### src/rtl/multiport_reg_file_pkg.sv
// -----------------------------------------------------------------------------
// multiport_reg_file_pkg
// Shared definitions for the multi-port register file:
//   - DEF_DATA_W / DEF_ADDR_W : default register width and address width
//   - rf_state_t              : clear-sequencer state (IDLE, CLEAR)
//   - addr_writable()         : true when an address may be written/reserved
// -----------------------------------------------------------------------------
package multiport_reg_file_pkg;

    localparam int unsigned DEF_DATA_W = 32;
    localparam int unsigned DEF_ADDR_W = 5;

    typedef enum logic {
        IDLE  = 1'b0,
        CLEAR = 1'b1
    } rf_state_t;

    // Register 0 is read-only when it is hardwired to zero.
    function automatic logic addr_writable(input logic addr_is_zero,
                                           input int unsigned zero_reg);
        return !((zero_reg != 0) && addr_is_zero);
    endfunction

endpackage

### src/rtl/reg_file_read_port.sv
// -----------------------------------------------------------------------------
// reg_file_read_port
// One registered read path of the register file: selects the addressed
// register and scoreboard bit, optionally forwards same-cycle write data,
// and registers the result (1-cycle latency).
//
// Optional feature: MULTIPORT_REG_FILE_BYPASS_EN -- when defined, a read that
// matches an enabled same-cycle write returns the write data (port B over A)
// with busy = same-cycle reserve match.
//
// Ports:
//   clk, rst        clock, asynchronous active-high reset
//   i_add           read address
//   i_regs, i_sb    current register contents and scoreboard bits
//   i_w*_en/add/data, i_rsv_en/add   qualified write/reserve (bypass only)
//   o_data, o_busy  registered read data and scoreboard bit
// -----------------------------------------------------------------------------
module reg_file_read_port #(
    parameter int unsigned DATA_W   = 32,
    parameter int unsigned ADDR_W   = 5,
    parameter int unsigned ZERO_REG = 1
) (
    input  logic                     clk,
    input  logic                     rst,
    input  logic [ADDR_W-1:0]        i_add,
    input  logic [DATA_W-1:0]        i_regs [1<<ADDR_W],
    input  logic [(1<<ADDR_W)-1:0]   i_sb,
`ifdef MULTIPORT_REG_FILE_BYPASS_EN
    input  logic                     i_wa_en,
    input  logic [ADDR_W-1:0]        i_wa_add,
    input  logic [DATA_W-1:0]        i_wa_data,
    input  logic                     i_wb_en,
    input  logic [ADDR_W-1:0]        i_wb_add,
    input  logic [DATA_W-1:0]        i_wb_data,
    input  logic                     i_rsv_en,
    input  logic [ADDR_W-1:0]        i_rsv_add,
`endif
    output logic [DATA_W-1:0]        o_data,
    output logic                     o_busy
);

    logic [DATA_W-1:0] w_data;
    logic              w_busy;

    always_comb begin
        w_data = i_regs[i_add];
        w_busy = i_sb[i_add];
`ifdef MULTIPORT_REG_FILE_BYPASS_EN
        // Write enables arrive already qualified (IDLE, writable address).
        if (i_wb_en && (i_wb_add == i_add)) begin
            w_data = i_wb_data;
            w_busy = i_rsv_en && (i_rsv_add == i_add);
        end else if (i_wa_en && (i_wa_add == i_add)) begin
            w_data = i_wa_data;
            w_busy = i_rsv_en && (i_rsv_add == i_add);
        end
`endif
        if ((ZERO_REG != 0) && (i_add == '0)) begin
            w_data = '0;
            w_busy = 1'b0;
        end
    end

    always_ff @(posedge clk or posedge rst) begin
        if (rst) begin
            o_data <= '0;
            o_busy <= 1'b0;
        end else begin
            o_data <= w_data;
            o_busy <= w_busy;
        end
    end

endmodule

### src/rtl/multiport_reg_file.sv
// -----------------------------------------------------------------------------
// multiport_reg_file
// 2-write / 2-read register file with a per-register busy scoreboard and a
// sequential clear engine (one register per cycle, ascending).
//
// Optional feature: MULTIPORT_REG_FILE_BYPASS_EN -- same-cycle write-to-read
// forwarding in the read ports (see reg_file_read_port).
//
// Ports:
//   clk, rst                    clock, asynchronous active-high reset
//   wa_en/wa_add/wa_data        write port A
//   wb_en/wb_add/wb_data        write port B (wins over A on same address)
//   rl_add -> rl_data/rl_busy   left read port, 1-cycle latency
//   rr_add -> rr_data/rr_busy   right read port, 1-cycle latency
//   rsv_en/rsv_add              reserve: sets scoreboard bit
//   clr_start / clr_busy        start sequential clear / clear in progress
// -----------------------------------------------------------------------------
module multiport_reg_file
    import multiport_reg_file_pkg::*;
#(
    parameter int unsigned DATA_W   = DEF_DATA_W,
    parameter int unsigned ADDR_W   = DEF_ADDR_W,
    parameter int unsigned ZERO_REG = 1
) (
    input  logic              clk,
    input  logic              rst,
    input  logic              wa_en,
    input  logic [ADDR_W-1:0] wa_add,
    input  logic [DATA_W-1:0] wa_data,
    input  logic              wb_en,
    input  logic [ADDR_W-1:0] wb_add,
    input  logic [DATA_W-1:0] wb_data,
    input  logic [ADDR_W-1:0] rl_add,
    input  logic [ADDR_W-1:0] rr_add,
    output logic [DATA_W-1:0] rl_data,
    output logic [DATA_W-1:0] rr_data,
    output logic              rl_busy,
    output logic              rr_busy,
    input  logic              rsv_en,
    input  logic [ADDR_W-1:0] rsv_add,
    input  logic              clr_start,
    output logic              clr_busy
);

    localparam int unsigned DEPTH = 1 << ADDR_W;
    localparam logic [ADDR_W-1:0] LAST = ADDR_W'(DEPTH - 1);

    rf_state_t         r_state;
    rf_state_t         w_state_nxt;
    logic [ADDR_W-1:0] r_cnt;
    logic [DATA_W-1:0] r_regs [DEPTH];
    logic [DEPTH-1:0]  r_sb;

    logic w_idle;
    logic w_wa_en;
    logic w_wb_en;
    logic w_rsv_en;
    logic w_clr_go;

    // Qualified enables: nothing modifies state during CLEAR, and register 0
    // is untouchable when hardwired.
    assign w_idle   = (r_state == IDLE);
    assign w_wa_en  = wa_en  && w_idle && addr_writable(wa_add  == '0, ZERO_REG);
    assign w_wb_en  = wb_en  && w_idle && addr_writable(wb_add  == '0, ZERO_REG);
    assign w_rsv_en = rsv_en && w_idle && addr_writable(rsv_add == '0, ZERO_REG);
    assign w_clr_go = clr_start && w_idle;

    assign clr_busy = (r_state == CLEAR);

    // ---------------- clear sequencer FSM ----------------
    always_ff @(posedge clk or posedge rst) begin
        if (rst) begin
            r_state <= IDLE;
        end else begin
            r_state <= w_state_nxt;
        end
    end

    always_comb begin
        w_state_nxt = r_state;
        unique case (r_state)
            IDLE:  if (clr_start)      w_state_nxt = CLEAR;
            CLEAR: if (r_cnt == LAST)  w_state_nxt = IDLE;
        endcase
    end

    always_ff @(posedge clk or posedge rst) begin
        if (rst) begin
            r_cnt <= '0;
        end else if (w_clr_go) begin
            r_cnt <= '0;
        end else if (r_state == CLEAR) begin
            r_cnt <= r_cnt + ADDR_W'(1);
        end
    end

    // ---------------- register array ----------------
    always_ff @(posedge clk or posedge rst) begin
        if (rst) begin
            for (int unsigned i = 0; i < DEPTH; i++) begin
                r_regs[i] <= '0;
            end
        end else if (r_state == CLEAR) begin
            r_regs[r_cnt] <= '0;
        end else begin
            for (int unsigned i = 0; i < DEPTH; i++) begin
                if (w_wb_en && (wb_add == ADDR_W'(i))) begin
                    r_regs[i] <= wb_data;
                end else if (w_wa_en && (wa_add == ADDR_W'(i))) begin
                    r_regs[i] <= wa_data;
                end
            end
        end
    end

    // ---------------- scoreboard ----------------
    // Reserve has priority over a same-cycle write clearing the bit.
    always_ff @(posedge clk or posedge rst) begin
        if (rst) begin
            r_sb <= '0;
        end else if (w_clr_go) begin
            r_sb <= '0;
        end else begin
            for (int unsigned i = 0; i < DEPTH; i++) begin
                if (w_rsv_en && (rsv_add == ADDR_W'(i))) begin
                    r_sb[i] <= 1'b1;
                end else if ((w_wa_en && (wa_add == ADDR_W'(i))) ||
                             (w_wb_en && (wb_add == ADDR_W'(i)))) begin
                    r_sb[i] <= 1'b0;
                end
            end
        end
    end

    // ---------------- read ports ----------------
    reg_file_read_port #(
        .DATA_W   (DATA_W),
        .ADDR_W   (ADDR_W),
        .ZERO_REG (ZERO_REG)
    ) u_read_l (
        .clk       (clk),
        .rst       (rst),
        .i_add     (rl_add),
        .i_regs    (r_regs),
        .i_sb      (r_sb),
`ifdef MULTIPORT_REG_FILE_BYPASS_EN
        .i_wa_en   (w_wa_en),
        .i_wa_add  (wa_add),
        .i_wa_data (wa_data),
        .i_wb_en   (w_wb_en),
        .i_wb_add  (wb_add),
        .i_wb_data (wb_data),
        .i_rsv_en  (w_rsv_en),
        .i_rsv_add (rsv_add),
`endif
        .o_data    (rl_data),
        .o_busy    (rl_busy)
    );

    reg_file_read_port #(
        .DATA_W   (DATA_W),
        .ADDR_W   (ADDR_W),
        .ZERO_REG (ZERO_REG)
    ) u_read_r (
        .clk       (clk),
        .rst       (rst),
        .i_add     (rr_add),
        .i_regs    (r_regs),
        .i_sb      (r_sb),
`ifdef MULTIPORT_REG_FILE_BYPASS_EN
        .i_wa_en   (w_wa_en),
        .i_wa_add  (wa_add),
        .i_wa_data (wa_data),
        .i_wb_en   (w_wb_en),
        .i_wb_add  (wb_add),
        .i_wb_data (wb_data),
        .i_rsv_en  (w_rsv_en),
        .i_rsv_add (rsv_add),
`endif
        .o_data    (rr_data),
        .o_busy    (rr_busy)
    );

endmodule

### config.mk
export PLATFORM = sky130hd
export DESIGN_NAME = multiport_reg_file
export DESIGN_NICKNAME = d
export VERILOG_FILES = /design/src/rtl/multiport_reg_file_pkg.sv /design/src/rtl/reg_file_read_port.sv /design/src/rtl/multiport_reg_file.sv
export SDC_FILE = /design/constraint.sdc
export NUM_CORES = 2
export LEC_CHECK = 0
export CELL_PAD_IN_SITES_DETAIL_PLACEMENT = 1
export CELL_PAD_IN_SITES_GLOBAL_PLACEMENT = 1
export CORE_MARGIN = 2
export CORE_UTILIZATION = 46
export CTS_BUF_LIST = sky130_fd_sc_hd__clkbuf_16
export CTS_CLUSTER_SIZE = 30
export DETAILED_ROUTE_END_ITERATION = 8
export PLACE_DENSITY = 0.78
export SKIP_LAST_GASP = 1
export SLEW_MARGIN = 10
export SYNTH_ARGS = -nofsm -noshare
export SYNTH_HDL_FRONTEND = slang
export SYNTH_SLANG_ARGS = --single-unit
### constraint.sdc
create_clock -name clk -period 37.6 [get_ports clk]
set_input_delay 7.52 -clock clk [delete_from_list [all_inputs] [get_ports clk]]
set_output_delay 7.52 -clock clk [all_outputs]
set_load 0.02 [all_outputs]
==> impl_results.md <==
- Grt ovf: 0
- Largest net degree at the start of global routing: 158
- Worst hold slack: 0.484 ns
- Clock transition at the registers of the reported paths: 0.06 ns
- H-tree levels: 3
- Final Max Tran Viols: 0
- Setup-failing EPs final: 0
- Sequential Power Share: 0.434
- Min-delay worst type: reg2reg
- Crit Path Max Fanout: 79
- Pleak: 33.6 nW
- Setup TNS: 0 ns
- Synth async-reset ratio: 1.00
- Top Ports: 162
- Syn Nets: 6,360
- Num CTS Buffers: 121
- Logic pwr share: 0.298
- Post-synthesis cell type count: 63
- Critical path launch point type: input port
- Clock latency at the later pin of the worst-skew pair: 0.79 ns
- EDFF count, synth: 0
- Total count of hold-check failures in the final report: 0
- CTS tree: built
- Prevailing post-synth register cell: dfrtp_1
- Switching component of the power: 1.62 mW
- Layout cells sized above 1: 0.177
- Total clock sinks: 1,128
- Worst r2r dst: r_regs[293]
- Number of port buffers: 161
- WP buf/inv: 7
- # nets final: 6,025
- PD cells: 60.6 mW/mm²
- Rows: 141
- Crit path cell chain: clkdlybuf4s50_1 > clkinvlp_4 > buf_4 > buf_4 > buf_4 > buf_4 > buf_4
- Via density: 7.85
- Routed WL: 321 mm
- Slowest stage delay, CP: 0.94 ns
- Hold-fix buffer count after cts: 0
- Final ANT Viol Nets: 0
- Critical Path RT: 38.35 ns
- Post-CTS setup buffers: 0
- # DRC: 0
- Die height: 389 µm
- Vias in the first global route: 64,315
- CP Data Arrival Time: 12.59 ns
- Initial drt markers: 9,987
- Max cap viols: 0
- Post_cts resized: 0
- Sequential share of the synthesized area: 0.414
- Max Root-Sink Buffers: 3
- Initial core utilization: 0.462
- Mapped Cells: 6,260
- FF+latch count, synth: 1,128
- CP Launch Point: rst
- Internal power: 2.91 mW
- Root buffer cell: clkbuf_16
- Worst reg-to-reg setup slack: 33.98 ns
- Worst r2r src: clr_busy
- Core ar.: 0.147 mm²
- Die ar.: 0.151 mm²
- Worst vdd ir: 0.0000451 V
- RSZ-0062 raised after global routing: false
- DP HPWL: 171 mm
- Syn-to-layout area delta: 9.46%
- F_max: 84.4 MHz
- Cell Area, Synth: 0.0682 mm²
- Tmin final: 11.84 ns
- Critical path class: in2async
- Wire length of the first global-routing pass: 457 mm
- Post-layout util: 0.506
- Slew margin rel.: 0.121
- CP dominant cell by count: buf_4
- Number of stages on the worst setup path: 7
- Clk pwr share: 0.268
- Antenna violations before repair: 20
- Worst-Margin Slew: 1.32 ns
- Worst Clk Skew: 0.0258 ns
- Final instance area: 0.0746 mm²
- Crit. End Element: async pin
- CP max stage cell: buf_4
- GRT Util Overall: 0.416
- GPL Wtd Cong: 0.928
- Wire per inst: 40.2 µm
- Mean Syn Cell Area: 10.9 µm²
- Drt pass-1 iters: 7
- Net Sw Frac: 0.357
- Synth warn: 0
- Vias: 62,561
- Chip Width: 389 µm
- Status: completed
- Critical path destination: r_regs[351]
- CP delay by family, top: buffers and inverters
- Fin crit share: 0.315
- Worst Reg2Reg Path Length in Cells: 7
- Placed Area: 0.0707 mm²
## cell type report
cell class / count / area [µm²]
fill: 15403 / 72900
tap: 1930 / 2410
inverter: 30 / 119
sequential: 1128 / 28200
clock inverter: 100 / 716
antenna: 17 / 42.5
timing repair buffer: 379 / 3290
multi-input combinational: 4265 / 36700
clock buffer: 124 / 3100
## cells in the mapped netlist, types with 25 or more instances
cell	n	share of area
nand4_1	33	0.0030
a22oi_1	262	0.029
and3_1	48	0.0044
mux2_2	85	0.014
buf_4	48	0.0053
and2_1	51	0.0047
clkbuf_1	465	0.026
a221o_1	25	0.0037
a31oi_1	224	0.021
nand3_1	371	0.027
o2bb2ai_1	448	0.058
inv_1	29	0.0016
mux4_2	459	0.15
mux2i_1	702	0.10
a32oi_1	32	0.0041
nor2_1	466	0.026
buf_1	45	0.0025
a21oi_1	251	0.018
a221oi_1	25	0.0032
o21ai_0	89	0.0065
buf_2	256	0.019
dfrtp_1	1128	0.41
nand2_1	465	0.026
o21a_1	32	0.0035
o22ai_1	42	0.0039
## stage by stage
step / std cells / setup slack [ns] / total power, mW
3_5_place_dp: 7732 / 24.81 / 3.24
5_1_grt: 7962 / 25.16 / 4.65
3_3_place_gp: 7732 / 24.85 / 3.15
6_report: 7973 / 25.76 / 4.52
4_1_cts: 7956 / 25.61 / 4.45
2_1_floorplan: 6260 / 14.51 / 2.74
## cell families after synthesis
family / count (synthesis) / share of synthesized area
AO/OA/AOI/OAI: 1493 / 0.159
XOR/XNOR: 1 / 0.000129
adder cells (fa/ha/maj): 5 / 0.000918
flip-flops: 1128 / 0.414
multiplexers: 1246 / 0.269
buffers and inverters: 867 / 0.0571
AND/OR/NAND/NOR: 1520 / 0.100
## power groups by stage
stage	sequential (mW)	combinational [mW]	clock, mW
floorplan	1.83	0.913	0
global placement	1.91	1.24	0
detailed placement	1.94	1.30	0
CTS	1.93	1.31	1.21
global route	1.99	1.41	1.25
finish	1.96	1.35	1.21
## worst register-to-register path, delay by kind of cell, from the launching register on
family	cells	cell delay, ns
DFF	1	0.37
buffers and inverters	3	1.04
AOI/OAI and AO/OA	1	0.32
and+or+nand+nor	3	1.81
## layer usage
layer	vias to the layer above	wire length, µm	track usage	share of wire
met1	32099	111000	0.514	0.35
li1	23048	-	-	-
met4	20	27200	0.298	0.085
met5	-	159	0.000957	0.00050
met3	1560	48900	0.173	0.15
met2	5834	133000	0.584	0.42
## worst min path at each step
stage,startpoint,endpoint,slack [ns],cells after the start
after floorplan,r_regs[1000],r_regs[1000],0.45,1
after global placement,r_regs[997],r_regs[997],0.46,1
after detailed placement,r_regs[997],r_regs[997],0.47,1
after CTS,r_regs[1016],r_regs[1016],0.49,1
after global routing,r_regs[1016],r_regs[1016],0.50,1
final,r_regs[1016],r_regs[1016],0.48,1
## state kept, by name, indices dropped and copies added (netlist names)
name and flops:
r_regs 1024, r_sb 32, u_read_l.o_data 32, u_read_r.o_data 32, r_cnt 5, clr_busy 1, u_read_l.o_busy 1, u_read_r.o_busy 1
## placed cells by master (no fill, tap or decap), types with 42 or more instances in the layout
| cell | instances |
|---|---|
| nand3_1 | 337 |
| clkdlybuf4s50_1 | 150 |
| a22oi_1 | 262 |
| clkbuf_16 | 124 |
| mux2_2 | 85 |
| o22ai_1 | 42 |
| nand2_1 | 462 |
| a21oi_1 | 251 |
| inv_1 | 46 |
| mux2i_1 | 702 |
| o2bb2ai_1 | 448 |
| buf_4 | 216 |
| a31oi_1 | 224 |
| nor2_1 | 461 |
| dfrtp_1 | 1128 |
| o21ai_0 | 89 |
| mux4_2 | 459 |
| and3_1 | 43 |
(Power assumes the default switching activity.)
